### src/rtl/base_ram_arbiter_pkg.sv
// Shared types and constants for the BaseRAM arbiter.
//   state_e    : bus-cycle FSM states
//   gnt_e      : requester encoding, also the bit index in one-hot grants
//   phase_last : terminal count of the phase counter for a given state
package base_ram_arbiter_pkg;

  typedef enum logic [2:0] {
    IDLE     = 3'd0,
    RD       = 3'd1,
    WR_SETUP = 3'd2,
    WR_PULSE = 3'd3,
    WR_HOLD  = 3'd4
  } state_e;

  typedef enum logic {
    GNT_INST = 1'b0,
    GNT_DATA = 1'b1
  } gnt_e;

  localparam int unsigned WR_SETUP_LEN = 1;
  localparam int unsigned WR_PULSE_LEN = 1;
  localparam int unsigned WR_HOLD_LEN  = 1;
  localparam int unsigned RD_WAIT_MAX  = 7;
  localparam int unsigned CNT_W        = 3;

  // A state ends on the edge where the phase counter equals this value.
  function automatic logic [CNT_W-1:0] phase_last(input state_e s, input int unsigned rd_wait);
    case (s)
      RD:       phase_last = CNT_W'(rd_wait);
      WR_SETUP: phase_last = CNT_W'(WR_SETUP_LEN - 1);
      WR_PULSE: phase_last = CNT_W'(WR_PULSE_LEN - 1);
      WR_HOLD:  phase_last = CNT_W'(WR_HOLD_LEN - 1);
      default:  phase_last = '0;
    endcase
  endfunction

endpackage

### src/rtl/base_ram_arbiter_if.sv
// CPU-side request buses and BaseRAM pin-side signals of the arbiter.
//   inst_* : fetch requester (read-only)
//   data_* : data requester (read/write, byte enables)
//   ram_*  : SRAM address/strobes and split tri-state data bus
// Modports: slave = arbiter side, master = CPU + SRAM side.
interface base_ram_arbiter_if #(
  parameter int unsigned ADDR_W = 20
);
  logic              inst_req;
  logic [ADDR_W-1:0] inst_addr;
  logic              inst_ready;
  logic              inst_rvalid;
  logic [31:0]       inst_rdata;

  logic              data_req;
  logic              data_we;
  logic [3:0]        data_be;
  logic [ADDR_W-1:0] data_addr;
  logic [31:0]       data_wdata;
  logic              data_ready;
  logic              data_rvalid;
  logic [31:0]       data_rdata;

  logic [ADDR_W-1:0] ram_addr;
  logic [3:0]        ram_be_n;
  logic              ram_ce_n;
  logic              ram_oe_n;
  logic              ram_we_n;
  logic [31:0]       ram_dq_o;
  logic              ram_dq_oe;
  logic [31:0]       ram_dq_i;

  modport slave (
    input  inst_req, inst_addr,
    input  data_req, data_we, data_be, data_addr, data_wdata,
    input  ram_dq_i,
    output inst_ready, inst_rvalid, inst_rdata,
    output data_ready, data_rvalid, data_rdata,
    output ram_addr, ram_be_n, ram_ce_n, ram_oe_n, ram_we_n, ram_dq_o, ram_dq_oe
  );

  modport master (
    output inst_req, inst_addr,
    output data_req, data_we, data_be, data_addr, data_wdata,
    output ram_dq_i,
    input  inst_ready, inst_rvalid, inst_rdata,
    input  data_ready, data_rvalid, data_rdata,
    input  ram_addr, ram_be_n, ram_ce_n, ram_oe_n, ram_we_n, ram_dq_o, ram_dq_oe
  );
endinterface

### src/rtl/base_ram_arbiter_rr_arb2.sv
// Two-input round-robin arbiter.
//   clk, reset : clock, synchronous active-high reset
//   req[1:0]   : requests, bit index = gnt_e (0 inst, 1 data)
//   advance    : a grant was taken this cycle; remember who won
//   gnt[1:0]   : one-hot grant (combinational)
module rr_arb2
  import base_ram_arbiter_pkg::*;
(
  input  logic       clk,
  input  logic       reset,
  input  logic [1:0] req,
  input  logic       advance,
  output logic [1:0] gnt
);

  gnt_e last_grant;

  // On contention the winner is whoever did not win last time.
  always_comb begin
    gnt = req;
    if (req == 2'b11) begin
      gnt = (last_grant == GNT_INST) ? 2'b10 : 2'b01;
    end
  end

  always_ff @(posedge clk) begin
    if (reset) begin
      last_grant <= GNT_INST;
    end else if (advance && (gnt != 2'b00)) begin
      last_grant <= gnt[1] ? GNT_DATA : GNT_INST;
    end
  end

endmodule

### src/rtl/base_ram_arbiter.sv
// Shares one 32-bit asynchronous SRAM between instruction fetch and data ports.
//   clk, reset : clock, synchronous active-high reset
//   bus        : slave modport carrying both request ports and the SRAM pins
// A request is accepted while idle: ready pulses in that cycle and the command is
// latched. The next cycle starts the strobe sequence (read: RD for RD_WAIT+1
// cycles; write: setup, pulse, hold). The cycle that returns to IDLE may
// already accept the next request.
module base_ram_arbiter
  import base_ram_arbiter_pkg::*;
#(
  parameter int unsigned ADDR_W  = 20,
  parameter int unsigned RD_WAIT = 1
) (
  input logic               clk,
  input logic               reset,
  base_ram_arbiter_if.slave bus
);

  state_e            state;
  logic [CNT_W-1:0]  cnt;
  logic              go;       // command latched, bus cycle starts next edge
  gnt_e              owner;
  logic              cmd_we;
  logic [3:0]        cmd_be;
  logic [31:0]       cmd_wdata;

  logic              inst_ready, data_ready, inst_rvalid, data_rvalid;
  logic [31:0]       inst_rdata, data_rdata;
  logic [ADDR_W-1:0] ram_addr;
  logic [3:0]        ram_be_n;
  logic              ram_ce_n, ram_oe_n, ram_we_n, ram_dq_oe;
  logic [31:0]       ram_dq_o;

  logic              phase_end, can_accept, accept;
  logic [1:0]        req, gnt;

  assign phase_end  = (cnt == phase_last(state, RD_WAIT));
  assign can_accept = ((state == IDLE) && !go) ||
                      (phase_end && ((state == RD) || (state == WR_HOLD)));
  assign req        = can_accept ? {bus.data_req, bus.inst_req} : 2'b00;
  assign accept     = (gnt != 2'b00);

  rr_arb2 u_arb (
    .clk     (clk),
    .reset   (reset),
    .req     (req),
    .advance (accept),
    .gnt     (gnt)
  );

  always_ff @(posedge clk) begin
    if (reset) begin
      state       <= IDLE;
      cnt         <= '0;
      go          <= 1'b0;
      owner       <= GNT_INST;
      cmd_we      <= 1'b0;
      cmd_be      <= '0;
      cmd_wdata   <= '0;
      inst_ready  <= 1'b0;
      data_ready  <= 1'b0;
      inst_rvalid <= 1'b0;
      data_rvalid <= 1'b0;
      inst_rdata  <= '0;
      data_rdata  <= '0;
      ram_addr    <= '0;
      ram_be_n    <= 4'hF;
      ram_ce_n    <= 1'b1;
      ram_oe_n    <= 1'b1;
      ram_we_n    <= 1'b1;
      ram_dq_o    <= '0;
      ram_dq_oe   <= 1'b0;
    end else begin
      inst_ready  <= 1'b0;
      data_ready  <= 1'b0;
      inst_rvalid <= 1'b0;
      data_rvalid <= 1'b0;
      cnt         <= cnt + CNT_W'(1);

      unique case (state)
        IDLE: begin
          cnt <= '0;
          if (go) begin
            go       <= 1'b0;
            ram_ce_n <= 1'b0;
            if (cmd_we) begin
              state     <= WR_SETUP;
              ram_be_n  <= ~cmd_be;
              ram_dq_o  <= cmd_wdata;
              ram_dq_oe <= 1'b1;
            end else begin
              state    <= RD;
              ram_oe_n <= 1'b0;
              ram_be_n <= 4'h0;
            end
          end
        end
        RD: begin
          if (phase_end) begin
            state    <= IDLE;
            cnt      <= '0;
            ram_ce_n <= 1'b1;
            ram_oe_n <= 1'b1;
            ram_be_n <= 4'hF;
            if (owner == GNT_DATA) begin
              data_rdata  <= bus.ram_dq_i;
              data_rvalid <= 1'b1;
            end else begin
              inst_rdata  <= bus.ram_dq_i;
              inst_rvalid <= 1'b1;
            end
          end
        end
        WR_SETUP: begin
          if (phase_end) begin
            state    <= WR_PULSE;
            cnt      <= '0;
            ram_we_n <= 1'b0;
          end
        end
        WR_PULSE: begin
          if (phase_end) begin
            state    <= WR_HOLD;
            cnt      <= '0;
            ram_we_n <= 1'b1;
          end
        end
        WR_HOLD: begin
          if (phase_end) begin
            state     <= IDLE;
            cnt       <= '0;
            ram_ce_n  <= 1'b1;
            ram_be_n  <= 4'hF;
            ram_dq_oe <= 1'b0;
          end
        end
        default: state <= IDLE;
      endcase

      if (accept) begin
        go         <= 1'b1;
        owner      <= gnt[1] ? GNT_DATA : GNT_INST;
        ram_addr   <= gnt[1] ? bus.data_addr : bus.inst_addr;
        cmd_we     <= gnt[1] & bus.data_we;
        cmd_be     <= bus.data_be;
        cmd_wdata  <= bus.data_wdata;
        inst_ready <= gnt[0];
        data_ready <= gnt[1];
      end
    end
  end

  assign bus.inst_ready  = inst_ready;
  assign bus.inst_rvalid = inst_rvalid;
  assign bus.inst_rdata  = inst_rdata;
  assign bus.data_ready  = data_ready;
  assign bus.data_rvalid = data_rvalid;
  assign bus.data_rdata  = data_rdata;
  assign bus.ram_addr    = ram_addr;
  assign bus.ram_be_n    = ram_be_n;
  assign bus.ram_ce_n    = ram_ce_n;
  assign bus.ram_oe_n    = ram_oe_n;
  assign bus.ram_we_n    = ram_we_n;
  assign bus.ram_dq_o    = ram_dq_o;
  assign bus.ram_dq_oe   = ram_dq_oe;

endmodule

### src/flat_wrapper.sv
// flat-port wrapper written by rule: the top's interface ports become plain ports
module base_ram_arbiter_flat import base_ram_arbiter_pkg::*;
#(
  parameter int unsigned ADDR_W  = 20,
  parameter int unsigned RD_WAIT = 1
)
  (clk, reset, bus_inst_req, bus_inst_addr, bus_data_req, bus_data_we, bus_data_be, bus_data_addr, bus_data_wdata, bus_ram_dq_i, bus_inst_ready, bus_inst_rvalid, bus_inst_rdata, bus_data_ready, bus_data_rvalid, bus_data_rdata, bus_ram_addr, bus_ram_be_n, bus_ram_ce_n, bus_ram_oe_n, bus_ram_we_n, bus_ram_dq_o, bus_ram_dq_oe);
  base_ram_arbiter_if #(.ADDR_W(ADDR_W)) bus_i ();
  input logic clk;
  input logic reset;
  input wire logic [$bits(bus_i.inst_req)-1:0] bus_inst_req;
  input wire logic [$bits(bus_i.inst_addr)-1:0] bus_inst_addr;
  input wire logic [$bits(bus_i.data_req)-1:0] bus_data_req;
  input wire logic [$bits(bus_i.data_we)-1:0] bus_data_we;
  input wire logic [$bits(bus_i.data_be)-1:0] bus_data_be;
  input wire logic [$bits(bus_i.data_addr)-1:0] bus_data_addr;
  input wire logic [$bits(bus_i.data_wdata)-1:0] bus_data_wdata;
  input wire logic [$bits(bus_i.ram_dq_i)-1:0] bus_ram_dq_i;
  output wire logic [$bits(bus_i.inst_ready)-1:0] bus_inst_ready;
  output wire logic [$bits(bus_i.inst_rvalid)-1:0] bus_inst_rvalid;
  output wire logic [$bits(bus_i.inst_rdata)-1:0] bus_inst_rdata;
  output wire logic [$bits(bus_i.data_ready)-1:0] bus_data_ready;
  output wire logic [$bits(bus_i.data_rvalid)-1:0] bus_data_rvalid;
  output wire logic [$bits(bus_i.data_rdata)-1:0] bus_data_rdata;
  output wire logic [$bits(bus_i.ram_addr)-1:0] bus_ram_addr;
  output wire logic [$bits(bus_i.ram_be_n)-1:0] bus_ram_be_n;
  output wire logic [$bits(bus_i.ram_ce_n)-1:0] bus_ram_ce_n;
  output wire logic [$bits(bus_i.ram_oe_n)-1:0] bus_ram_oe_n;
  output wire logic [$bits(bus_i.ram_we_n)-1:0] bus_ram_we_n;
  output wire logic [$bits(bus_i.ram_dq_o)-1:0] bus_ram_dq_o;
  output wire logic [$bits(bus_i.ram_dq_oe)-1:0] bus_ram_dq_oe;
  assign bus_i.inst_req = bus_inst_req;
  assign bus_i.inst_addr = bus_inst_addr;
  assign bus_i.data_req = bus_data_req;
  assign bus_i.data_we = bus_data_we;
  assign bus_i.data_be = bus_data_be;
  assign bus_i.data_addr = bus_data_addr;
  assign bus_i.data_wdata = bus_data_wdata;
  assign bus_i.ram_dq_i = bus_ram_dq_i;
  assign bus_inst_ready = bus_i.inst_ready;
  assign bus_inst_rvalid = bus_i.inst_rvalid;
  assign bus_inst_rdata = bus_i.inst_rdata;
  assign bus_data_ready = bus_i.data_ready;
  assign bus_data_rvalid = bus_i.data_rvalid;
  assign bus_data_rdata = bus_i.data_rdata;
  assign bus_ram_addr = bus_i.ram_addr;
  assign bus_ram_be_n = bus_i.ram_be_n;
  assign bus_ram_ce_n = bus_i.ram_ce_n;
  assign bus_ram_oe_n = bus_i.ram_oe_n;
  assign bus_ram_we_n = bus_i.ram_we_n;
  assign bus_ram_dq_o = bus_i.ram_dq_o;
  assign bus_ram_dq_oe = bus_i.ram_dq_oe;
  base_ram_arbiter #(.ADDR_W(ADDR_W), .RD_WAIT(RD_WAIT)) u_core (.clk(clk), .reset(reset), .bus(bus_i));
endmodule
### config.mk
export PLATFORM = sky130hd
export DESIGN_NAME = base_ram_arbiter_flat
export DESIGN_NICKNAME = d
export VERILOG_FILES = /design/src/rtl/base_ram_arbiter_pkg.sv /design/src/rtl/base_ram_arbiter_if.sv /design/src/rtl/base_ram_arbiter_rr_arb2.sv /design/src/rtl/base_ram_arbiter.sv /design/src/flat_wrapper.sv
export SDC_FILE = /design/constraint.sdc
export NUM_CORES = 1
export LEC_CHECK = 0
export CAP_MARGIN = 20
export CORE_MARGIN = 2
export CORE_UTILIZATION = 44
export DETAILED_ROUTE_END_ITERATION = 6
export PLACE_DENSITY = 0.8
export SYNTH_ARGS = -nofsm -noshare
export SYNTH_HDL_FRONTEND = slang
export SYNTH_HIERARCHICAL = 1
export SYNTH_SLANG_ARGS = --single-unit
### constraint.sdc
create_clock -name clk -period 8.25 [get_ports clk]
set_input_delay 2.0625 -clock clk [delete_from_list [all_inputs] [get_ports clk]]
set_output_delay 2.0625 -clock clk [all_outputs]
set_load 0.005 [all_outputs]
== Word level (Yosys, flattened, before mapping) ==
Index checks and enable logic that the tools add are counted.
Word-level totals
  flip-flop bits (word level): 173
  input port bits: 113
  output and inout bits: 128
  logic and storage cells: 98
Cells by class
  $add $sub $neg: 1
  equality and inequality tests: 14
  mux-type cells: 33
  bitwise logic cells: 6
  reduce and logical (&&, ||, !) cells: 24
Operator list (number)
  2-to-1 mux 20 bit: 1
  2-to-1 mux 3 bit: 5
  AND reduction 3 bit: 5
  != test 2 x 1 -> 1 bit (second input constant): 7
  2-to-1 mux 1 bit: 13
  2-to-1 mux 4 bit: 3
  one-hot mux 3 bit (4 select lines): 1
  AND reduction 4 bit: 3
  nonzero test 2 bit: 6
  2-to-1 mux 2 bit: 4
  one-hot mux 1 bit (2 select lines): 4
  one-hot mux 4 bit (2 select lines): 1
  equality test 3 x 2 -> 1 bit (second input constant): 2
  one-hot mux 3 bit (2 select lines): 1
  inverter 1 bit: 4
  inverter 4 bit: 1
  OR reduction 2 bit: 2
  OR reduction 4 bit: 1
  adder 3 x 1 -> 3 bit (second input constant): 1
  equality test 3 x 1 -> 1 bit: 1
  equality test 3 x 1 -> 1 bit (second input constant): 1
  equality test 3 bit (second input constant): 1
  zero test 3 bit: 1
  OR reduction 3 bit: 1
  6 further kinds: 8

== Logic depth before layout (Yosys ltp) ==
Gate-level depths: netlist (run 1).
  depth after elaboration: 11
  depth in mapped cells: 13
  depth with buffers taken out: 9

== By module ==
Netlist (run 1), hierarchy kept.
By module, submodules not included
  base_ram_arbiter: times used 1, cells each 793, area each 6423.7 um^2, sequential area each 3463.3 um^2
  rr_arb2: times used 1, cells each 7, area each 65.1 um^2, sequential area each 20.0 um^2

== Least setup slack after synthesis (run 1) ==
OpenSTA, ideal clock, no wires.
  path type: in2reg
  from: input port bus_inst_req
  to: register u_core.cmd_wdata[12]
  setup time: 71 ps
  data arrival time: 3585 ps
  data required time: 8179 ps
  path slack: 4594 ps
  cell stages on the path: 9
  buffers on the path: 3
  path through: nor2b_1 > a21boi_0 > clkbuf_1 > nor2_1 > inv_1 > clkbuf_1 > buf_1 > nand2_1 > a21oi_1
Between the ends
  word-level cells in the longest chain between the ends: 4
RTL lines
  start: declaration: RTL line flat_wrapper.sv:11  | input wire logic [$bits(bus_i.inst_req)-1:0] bus_inst_req;
  2-to-1 mux 2 bit (*): RTL line base_ram_arbiter.sv:40  | assign req = can_accept ? {bus.data_req, bus.inst_req} : 2'b00;
  equality test 2 bit: RTL line base_ram_arbiter_rr_arb2.sv:21  | if (req == 2'b11) begin
  2-to-1 mux 2 bit (*): RTL line base_ram_arbiter_rr_arb2.sv:21
  via u_core.gnt[0]: RTL line base_ram_arbiter.sv:35  | logic [1:0] req, gnt;
  nonzero test 2 bit (*): RTL line base_ram_arbiter.sv:41  | assign accept = (gnt != 2'b00);
  end signal: assignment: RTL line base_ram_arbiter.sv:146  | cmd_wdata <= bus.data_wdata;
  end: declaration: RTL line base_ram_arbiter.sv:25  | logic [31:0] cmd_wdata;
Mark *: on every way through the listed nets, which the timed path passes. The rest lies on a longest branch.
A chain may end at the register's enable or synchronous reset.

== Worst setup path after layout (run 1) ==
  from: input port bus_data_req
  to: register u_core.u_arb.last_grant
Between the ends
  word-level cells in the longest chain between the ends: 4
  elaborated cells between the ends (all ways): 5
  those cells by class: eq/ne (1); mux (3); reduce/logical (1)
RTL lines
  start: declaration: RTL line flat_wrapper.sv:13  | input wire logic [$bits(bus_i.data_req)-1:0] bus_data_req;
  2-to-1 mux 2 bit (*): RTL line base_ram_arbiter.sv:40
  via u_core.req[1]: RTL line base_ram_arbiter.sv:35
  equality test 2 bit: RTL line base_ram_arbiter_rr_arb2.sv:21
  2-to-1 mux 2 bit (*): RTL line base_ram_arbiter_rr_arb2.sv:21
  via u_core.gnt[1]: RTL line base_ram_arbiter.sv:35
  2-to-1 mux 1 bit / nonzero test 2 bit (equally long branches): RTL line base_ram_arbiter_rr_arb2.sv:30, base_ram_arbiter_rr_arb2.sv:29, base_ram_arbiter.sv:41
  end signal: assignment: RTL line base_ram_arbiter_rr_arb2.sv:30  | last_grant <= gnt[1] ? GNT_DATA : GNT_INST;
  end: declaration: RTL line base_ram_arbiter_rr_arb2.sv:16  | gnt_e last_grant;
Marked as above.

==> impl_metrics.yaml, run 1 <==
yosys:
  ys_seq_area_share_pct: 53.7
  ys.flop_type: "dfxtp_1"
  async_flop_share_pct: 0
  synth_most_common_cell: "nand2_1"
  synth-edff-count: 0
  yosysTopAreaCell: "dfxtp_1"
  synth_seq_cells: 174
  synth.top_cell.area_share_pct: 53.7
  yosysUniqueCellTypes: 40
  syn_area_um2: 6490
  yosys-top-cells-area: "dfxtp_1 54%, nand2_1 15%, a21oi_1 11%"
  synthCells: 800
  avgSynthCellArea_um2: 8.11
  synth_warnings: 6
  synth_commonest_cells: "258 x nand2_1, 174 x dfxtp_1, 148 x a21oi_1"
  synth_nets: 914
setup_path:
  r2r-end: "u_core/u_arb/last_grant"
  path_cells: "clkdlybuf4s50_1 > nor2b_1 > a21boi_4 > buf_4 > nor2_2 > buf_4 > inv_1 > buf_4 > a21bo_1 > a21oi_2"
  cp-start-kind: "input pin"
  crit_buf_inv: 5
  crit_type: "input pin to flip-flop"
  critical-path-max-stage-delay_ns: 0.44
  cp.required_ns: 8.51
  reg2reg_depth: 12
  crit_cells: 10
  cp_max_fo: 45
  arrival_ns: 4.42
  worst_r2r_startpoint: "u_core/state[1]"
  cp_common_cell: "buf_4"
  crit_path_end_kind: "flip-flop"
  crit_family: "buffers and inverters"
  timing.critical_path.from: "bus_data_req"
  slowest_stage: "clkdlybuf4s50_1"
  regToRegSetupSlack_ns: 4.96
  endpoint: "u_core/u_arb/last_grant"
clock_tree:
  cts_setup_buffers: 0
  worst_skew_pair.late_latency_ns: 0.42
  cts_root_buffer: "clkbuf_16"
  clkTransAtPathRegs_ns: 0.06
  ctsResizeCount: 0
  max-clock-path-buffers: 2
  htreeDepth: 4
  clock-sinks: 174
  cts_buffers: 17
  holdBufCountCts: 0
  cts_tree: "built"
pwr:
  p_leak_nw: 3.38
  swShare_pct: 29.2
  ir_worst_vdd_mv: 0.157
  power_switching_uw: 744
  p_int_mw: 1.80
  seqPwrFrac_pct: 40.0
  clock_power_share_pct: 34.6
  p_per_area_nw_per_um2: 266
  combPwrFrac_pct: 25.4
routing:
  vias: 6010
  wl_per_cell_um: 14.3
  drt-pass1-iter-count: 4
  wirelength_um: 17200
  drc_errors: 0
  drt-vias-per-instance: 4.98
  drtAntennaViolNets: 0
  drt-initial-drc-count: 433
global_route:
  antenna_found_initial: 0
  use_met1_pct: 27.8
  grt_max_degree: 107
  grtUsageMet3_pct: 7.66
  globalRoute.busiestLayer: "met2"
  grt_overflow: 0
  grt_pass1_wl_um: 28000
  grt_use_total_pct: 21.7
  grt.met2_usage_pct: 34.0
  grt_pass1_vias: 5654
sta:
  rsz0062_at_grt: "no"
  slew_headroom_pct: 27.3
  period_share_pct: 50.4
  hold_slack_ns: 0.450
  fmax_mhz: 241
  post-route-min-period_ns: 4.16
  worstMarginPinSlew_ns: 1.09
  drv_slew: 0
  fin_setup_tns_ns: 0
  setup-violations-final: 0
  skew_ns: 0.0118
  final_hold_viol_count: 0
floorplanning:
  dieArea_um2: 15700
  die_y_um: 125
  row_count: 44
  initial_core_util_pct: 44.8
  die_w_um: 125
  coreArea_um2: 14500
  io_pins: 241
final_layout:
  nNetsFinal: 1123
  area_delta_synth_final_pct: 47.6
  fin_area_um2: 9580
  n_antenna_cell: 0
  final_layout_size_suffix_gt1_share_pct: 6.95
  post-route-util_pct: 66.2
min_path:
  min_path_type: "flip-flop to flip-flop"
place:
  gp_congestion: 0.767
  dpl.hpwl_um: 11200
  post_dp_cell_area_um2: 8930
  portBuffers: 240
run:
  timing.max_cap.violations: 0
status:
  status: "complete, no violations"
## state kept, by name, summed over array words and instances, names as in the netlist, 3 cells and up
register,flops
u_core/bus.data_rdata,32
u_core/bus.inst_rdata,32
u_core/bus.ram_dq_o,32
u_core/cmd_wdata,32
u_core/bus.ram_addr,20
u_core/bus.ram_be_n,4
u_core/cmd_be,4
u_core/cnt,3
u_core/state,3
## metrics by stage
stage	power, mW	worst slack [ns]	cells
2_1_floorplan	1.43	4.59	800
3_3_place_gp	1.66	3.69	1174
3_5_place_dp	1.68	3.67	1174
4_1_cts	2.57	4.12	1206
5_1_grt	2.69	3.88	1206
6_report	2.55	4.09	1206
## worst register-to-register path, cell delays in order, from the launching register on
cell	delay, ns
dfxtp_1	0.41
nor3_2	0.40
o21ai_0	0.23
o21a_1	0.19
nor2b_1	0.24
a21boi_4	0.21
buf_4	0.39
nor2_2	0.07
buf_4	0.26
inv_1	0.10
buf_4	0.37
a21bo_1	0.20
a21oi_2	0.05
## cell type report
class,count,area [µm²]
Fill cell,1217,4900
Sequential cell,174,3480
Multi-Input combinational cell,561,2720
Timing Repair Buffer,250,2470
Clock buffer,20,447
Tap cell,184,230
Clock inverter,12,206
Inverter,5,18.8
## cell usage in the layout (no fill, tap or decap), types with 3 or more instances in the layout
cell type	count
inv_1	5
a21oi_2	11
a21oi_1	148
o22ai_1	4
nand3b_1	4
nor2b_1	3
mux2i_1	22
nand2_1	258
dfxtp_1	174
clkbuf_16	17
clkdlybuf4s50_1	239
bufinv_16	5
nor2_1	55
o21ai_0	6
nand2b_1	7
nor3_1	5
buf_4	11
clkinvlp_4	3
nand2_2	10
## metal layers
layer / part of all wire (%) / wire, µm
met2: 46 / 7930
met4: 1.9 / 319
met5: 0 / 0
met1: 44 / 7490
met3: 8.4 / 1440
## cell families after synthesis
logic type	after synthesis	synth area share, %
muxes	22	3.39
buffers and inverters	65	4.69
xor gates and xnor gates	2	0.270
AOI/OAI and AO/OA	177	14.9
and+or+nand+nor	359	22.9
DFF	174	53.7
adders and majority gates	1	0.193
## how the worst min path moves through the flow
stage	depth (start not counted)	endpoint	startpoint	slack, ns
after floorplan	2	u_core/cmd_be[0]	u_core/cmd_be[0]	0.43
after global placement	2	u_core/cmd_wdata[31]	u_core/cmd_wdata[31]	0.44
after detailed placement	2	u_core/cmd_wdata[31]	u_core/cmd_wdata[31]	0.44
after CTS	2	u_core/cmd_wdata[31]	u_core/cmd_wdata[31]	0.45
after global routing	2	u_core/bus.ram_dq_o[2]	u_core/cmd_wdata[2]	0.47
final	2	u_core/bus.inst_rdata[29]	u_core/bus.inst_rdata[29]	0.45
## power by group through the flow
stage / Clock [mW] / Combinational (mW) / Sequential, mW
2_1_floorplan: 0 / 0.413 / 1.02
3_3_place_gp: 0 / 0.632 / 1.03
3_5_place_dp: 0 / 0.646 / 1.04
4_1_cts: 0.900 / 0.650 / 1.02
5_1_grt: 0.939 / 0.720 / 1.03
6_report: 0.882 / 0.646 / 1.02
No activity file was read; power rests on OpenSTA's default activity.
==> inputs of run 2 (changes only) <==
--- a/config.mk
+++ b/config.mk
@@ -7,9 +7,9 @@
 export LEC_CHECK = 0
 export CAP_MARGIN = 20
 export CORE_MARGIN = 2
-export CORE_UTILIZATION = 44
+export CORE_UTILIZATION = 40
 export DETAILED_ROUTE_END_ITERATION = 6
-export PLACE_DENSITY = 0.8
+export PLACE_DENSITY = 0.76
 export SYNTH_ARGS = -nofsm -noshare
 export SYNTH_HDL_FRONTEND = slang
 export SYNTH_HIERARCHICAL = 1
==> constraint.sdc (replaced) <==
create_clock -name clk -period 3.7 [get_ports clk]
set_input_delay 0.925 -clock clk [delete_from_list [all_inputs] [get_ports clk]]
set_output_delay 0.925 -clock clk [all_outputs]
set_load 0.005 [all_outputs]
==> impl_metrics.yaml, run 2 (synthesized netlist as in run 1, its figures left out) <==
status:
  status: "complete, no violations"
final_layout:
  post-route-util_pct: 60.2
  n_antenna_cell: 0
  final_layout_size_suffix_gt1_share_pct: 7.23
  nNetsFinal: 1124
  final_cell_mix: "258 x nand2_1, 239 x clkdlybuf4s50_1, 174 x dfxtp_1"
  area_delta_synth_final_pct: 47.3
  fillCellCount: 1478
  layout_commonest_cell: "nand2_1"
clock_tree:
  holdBufCountCts: 0
  max-clock-path-buffers: 2
  cts_tree: "built"
  htreeDepth: 4
  clock-sinks: 174
  cts_buffers: 17
  cts_root_buffer: "clkbuf_16"
  worst_skew_pair.late_latency_ns: 0.42
  ctsResizeCount: 0
  cts_setup_buffers: 0
  clkTransAtPathRegs_ns: 0.07
floorplanning:
  row_count: 46
  die_y_um: 131
  die_w_um: 131
  io_pins: 241
  initial_core_util_pct: 40.8
  coreArea_um2: 15900
  dieArea_um2: 17300
global_route:
  grt_pass1_wl_um: 28200
  antenna_found_initial: 0
  grt_use_total_pct: 19.9
  grt_pass1_vias: 5719
  grt_max_degree: 86
  grt_overflow: 0
  grt.met2_usage_pct: 32.8
  grtUsageMet3_pct: 6.91
  globalRoute.busiestLayer: "met2"
  use_met1_pct: 24.4
routing:
  wl_per_cell_um: 14.2
  drt-pass1-iter-count: 4
  wirelength_um: 17600
  vias: 5990
  drt-vias-per-instance: 4.83
  drtAntennaViolNets: 0
  drc_errors: 0
  drt-initial-drc-count: 366
sta:
  fin_setup_tns_ns: 0
  period_share_pct: 76.3
  skew_ns: 0.0104
  slew_headroom_pct: 44.0
  setup-violations-final: 0
  fin_ws_ns: 0.878
  worstMarginPinSlew_ns: 0.841
  drv_slew: 0
  hold_slack_ns: 0.452
  post-route-min-period_ns: 2.82
  fmax_mhz: 354
  final_hold_viol_count: 0
  rsz0062_at_grt: "no"
pwr:
  swShare_pct: 30.7
  combPwrFrac_pct: 26.6
  p_leak_nw: 3.36
  ir_worst_vdd_mv: 0.366
  power_switching_mw: 1.67
  p_int_mw: 3.76
  totalPowerFinal_mw: 5.43
  seqPwrFrac_pct: 41.8
  p_per_area_nw_per_um2: 568
  clock_power_share_pct: 31.6
setup_path:
  reg2reg_depth: 10
  worst_r2r_startpoint: "u_core/state[1]"
  cp_max_fo: 22
  regToRegSetupSlack_ns: 0.88
  cp.required_ns: 3.98
  cp-start-kind: "flip-flop"
  crit_type: "flip-flop to flip-flop"
  arrival_ns: 3.11
  r2r-end: "u_core/bus.ram_addr[12]"
  crit_path_end_kind: "flip-flop"
min_path:
  hp-start: "u_core/bus.ram_dq_o[13]"
  worst_hold_path.endpoint: "u_core/bus.ram_dq_o[13]"
  min_path_type: "flip-flop to flip-flop"
  whs_path_depth: 2
place:
  dpl.hpwl_um: 11600
  place_ws_ns: 0.752
  gp_congestion: 0.767
  portBuffers: 240
run:
  timing.max_cap.violations: 0
==> run 2: through the flow <==
step / std cells / area (µm²)
final: 1239 / 9560
after global placement: 1207 / 8990
after global routing: 1239 / 9560
after detailed placement: 1207 / 8990
after floorplan: 800 / 6490
after CTS: 1239 / 9560
==> run 2: routing by layer <==
| metal | vias up | share of wire, % |
|---|---|---|
| li1 | 3030 | - |
| met1 | 2759 | 44 |
| met2 | 188 | 47 |
| met3 | 13 | 7.5 |
| met4 | 0 | 1.0 |
| met5 | - | 0 |
==> run 2: worst max path at each step <==
stage                         start                       to  slack, ns
detailed placement     bus_inst_req  u_core/bus.ram_addr[12]       0.75
global placement       bus_inst_req  u_core/bus.ram_addr[12]       0.82
floorplan           u_core/state[1]     u_core/cmd_wdata[12]       1.01
finish              u_core/state[1]  u_core/bus.ram_addr[12]       0.88
CTS                 u_core/state[1]  u_core/bus.ram_addr[12]       0.85
global route        u_core/state[1]  u_core/bus.ram_addr[18]       0.62
==> run 2: final cells by class <==
class                      count  area [µm²]  share of cell area (%)
clock buffer                  19         453                    4.74
tap                          216         270                    2.83
clock inverter                13         114                    1.19
timing repair buffer         251        2490                    26.1
multi-input combinational    561        2730                    28.5
sequential                   174        3480                    36.4
inverter                       5        18.8                   0.196
==> run 2: critical path, stage by stage, from the launching register on <==
cell      delay, ns
dfxtp_1        0.43
nor3_2         0.45
o21ai_0        0.23
o21a_1         0.17
nor2b_1        0.29
a21boi_4       0.25
buf_4          0.36
mux2i_1        0.24
nor2_1         0.06
a21oi_1        0.14
nor2_1         0.05
==> run 2: power by group through the flow <==
stage	sequential (mW)	clock, mW	combinational (mW)
after floorplan	2.27	0	0.920
after global placement	2.30	0	1.42
after detailed placement	2.31	0	1.45
after CTS	2.27	1.76	1.46
after global routing	2.30	1.83	1.60
final	2.27	1.72	1.45
==> inputs of run 3 (changes only) <==
--- a/config.mk
+++ b/config.mk
@@ -7,9 +7,9 @@
 export LEC_CHECK = 0
 export CAP_MARGIN = 20
 export CORE_MARGIN = 2
-export CORE_UTILIZATION = 40
+export CORE_UTILIZATION = 44
 export DETAILED_ROUTE_END_ITERATION = 6
-export PLACE_DENSITY = 0.76
+export PLACE_DENSITY = 0.8
 export SYNTH_ARGS = -nofsm -noshare
 export SYNTH_HDL_FRONTEND = slang
 export SYNTH_HIERARCHICAL = 1
==> constraint.sdc (replaced) <==
create_clock -name clk -period 2.6 [get_ports clk]
set_input_delay 0.65 -clock clk [delete_from_list [all_inputs] [get_ports clk]]
set_output_delay 0.65 -clock clk [all_outputs]
set_load 0.005 [all_outputs]
==> impl_metrics.yaml, run 3 (synthesized netlist as in run 1, its figures left out) <==
floorplanning:
  io_pins: 241
  initial_core_util_pct: 44.8
  die_w_um: 125
  row_count: 44
  die_y_um: 125
  coreArea_um2: 14500
  dieArea_um2: 15700
pwr:
  seqPwrFrac_pct: 41.9
  clock_power_share_pct: 30.4
  totalPowerFinal_mw: 7.71
  power_switching_mw: 2.39
  p_per_area_nw_per_um2: 804
  p_int_mw: 5.32
  p_leak_nw: 3.40
  ir_worst_vdd_mv: 0.552
  combPwrFrac_pct: 27.7
  swShare_pct: 31.0
min_path:
  min_path_type: "flip-flop to flip-flop"
routing:
  wl_per_cell_um: 14.3
  drc_errors: 0
  wl_met1_um: 7360
  dr_wl_met2_um: 8140
  wirelength_um: 17300
  drt-vias-per-instance: 4.98
  drt-initial-drc-count: 405
  wl_met3_um: 1430
  vias: 6050
  top_layer_used: "met4"
  drtAntennaViolNets: 0
  drt-pass1-iter-count: 4
setup_path:
  worst_r2r_startpoint: "u_core/state[2]"
  cp_max_fo: 10
  critical-path-max-stage-delay_ns: 0.44
  cp_common_cell: "nor2_1"
  crit_path_end_kind: "flip-flop"
  slowest_stage: "dfxtp_1"
  r2r-end: "u_core/bus.ram_addr[17]"
  crit_type: "flip-flop to flip-flop"
  crit_family: "compound AO/OA/AOI/OAI gates"
  arrival_ns: 2.62
  cp.required_ns: 2.89
  regToRegSetupSlack_ns: 0.27
  crit_cells: 10
  endpoint: "u_core/bus.ram_addr[17]"
  crit_buf_inv: 1
  reg2reg_depth: 10
  cp-start-kind: "flip-flop"
  path_cells: "and3b_1 > o21ai_0 > o21a_1 > nor2b_1 > a21boi_2 > buf_4 > mux2i_1 > nor2_1 > a21oi_1 > nor2_1"
  timing.critical_path.from: "u_core/state[2]"
global_route:
  grt_use_total_pct: 22.0
  antenna_found_initial: 0
  grt_max_degree: 61
  grt_pass1_wl_um: 28200
  grt_pass1_vias: 5734
  grt_overflow: 0
final_layout:
  nNetsFinal: 1132
  area_delta_synth_final_pct: 47.7
  final_cell_mix: "258 x nand2_1, 239 x clkdlybuf4s50_1, 172 x dfxtp_1"
  n_antenna_cell: 0
  fillCellCount: 1245
  final_layout_size_suffix_gt1_share_pct: 8.06
  layout_commonest_cell: "nand2_1"
sta:
  hold_slack_ns: 0.450
  fin_setup_tns_ns: 0
  post-route-min-period_ns: 2.33
  slew_headroom_pct: 51.4
  final_hold_viol_count: 0
  period_share_pct: 89.8
  rsz0062_at_grt: "no"
  skew_ns: 0.0108
  worstMarginPinSlew_ns: 0.728
  setup-violations-final: 0
  drv_slew: 0
  fmax_mhz: 428
place:
  dpl.hpwl_um: 11700
  portBuffers: 240
  gp_congestion: 0.781
clock_tree:
  clock-sinks: 174
  holdBufCountCts: 0
  worst_skew_pair.late_latency_ns: 0.43
  htreeDepth: 4
  max-clock-path-buffers: 2
  clkTransAtPathRegs_ns: 0.06
  cts_root_buffer: "clkbuf_16"
  cts_buffers: 17
  cts_tree: "built"
status:
  status: "complete, no violations"
run:
  timing.max_cap.violations: 0
run 3: final cells by class:
cell class | count | area, µm² | share of cell area [%]
Inverter | 5 | 18.8 | 0.196
Timing Repair Buffer | 259 | 2590 | 27.0
Multi-Input combinational cell | 561 | 2720 | 28.4
Tap cell | 184 | 230 | 2.40
Clock buffer | 19 | 453 | 4.73
Sequential cell | 174 | 3490 | 36.4
Clock inverter | 12 | 86.3 | 0.901
run 3: tightest hold or removal path, cell delays in order, from the launching register on:
cell     delay (ns)
dfxtp_1        0.31
nand2_1        0.05
a21oi_1        0.05
run 3: worst min-delay path by stage:
stage | from | endpoint | slack, ns | cells past startpoint
3_5_place_dp | u_core/cmd_wdata[23] | u_core/cmd_wdata[23] | 0.44 | 2
6_report | u_core/bus.inst_rdata[23] | u_core/bus.inst_rdata[23] | 0.45 | 2
5_1_grt | u_core/bus.ram_dq_o[13] | u_core/bus.ram_dq_o[13] | 0.47 | 2
3_3_place_gp | u_core/cmd_wdata[4] | u_core/cmd_wdata[4] | 0.44 | 2
4_1_cts | u_core/cmd_wdata[27] | u_core/bus.ram_dq_o[27] | 0.45 | 2
2_1_floorplan | u_core/cmd_be[0] | u_core/cmd_be[0] | 0.43 | 2
run 3: power groups by stage:
stage          Clock, mW  Combinational, mW  Sequential [mW]
2_1_floorplan          0               1.32             3.24
3_3_place_gp           0               2.09             3.27
3_5_place_dp           0               2.13             3.29
4_1_cts             2.38               2.14             3.23
5_1_grt             2.53               2.36             3.28
6_report            2.34               2.13             3.23
run 3: layer usage:
metal | GRT usage, % | up-vias
met5 | 0 | -
met2 | 36.4 | 208
li1 | - | 3042
met4 | 7.97 | 0
met1 | 26.1 | 2769
met3 | 8.39 | 31
run 3: through the flow:
step	utilization [%]	worst slack, ns	instance area, µm²	instances
global route	66.2	0.00227	9590	1214
detailed placement	62.5	0.249	9040	1183
CTS	66.2	0.232	9580	1214
finish	66.2	0.265	9590	1214
global placement	62.5	0.295	9040	1183
floorplan	-	0.0137	6490	800
run 3: timing repair:
action | 4_1_cts | 5_1_grt
setup endpoints to repair | 0 | 1
hold endpoints to repair | 0 | 0
gates resized for setup | 0 | 2
buffers inserted | 0 | 0
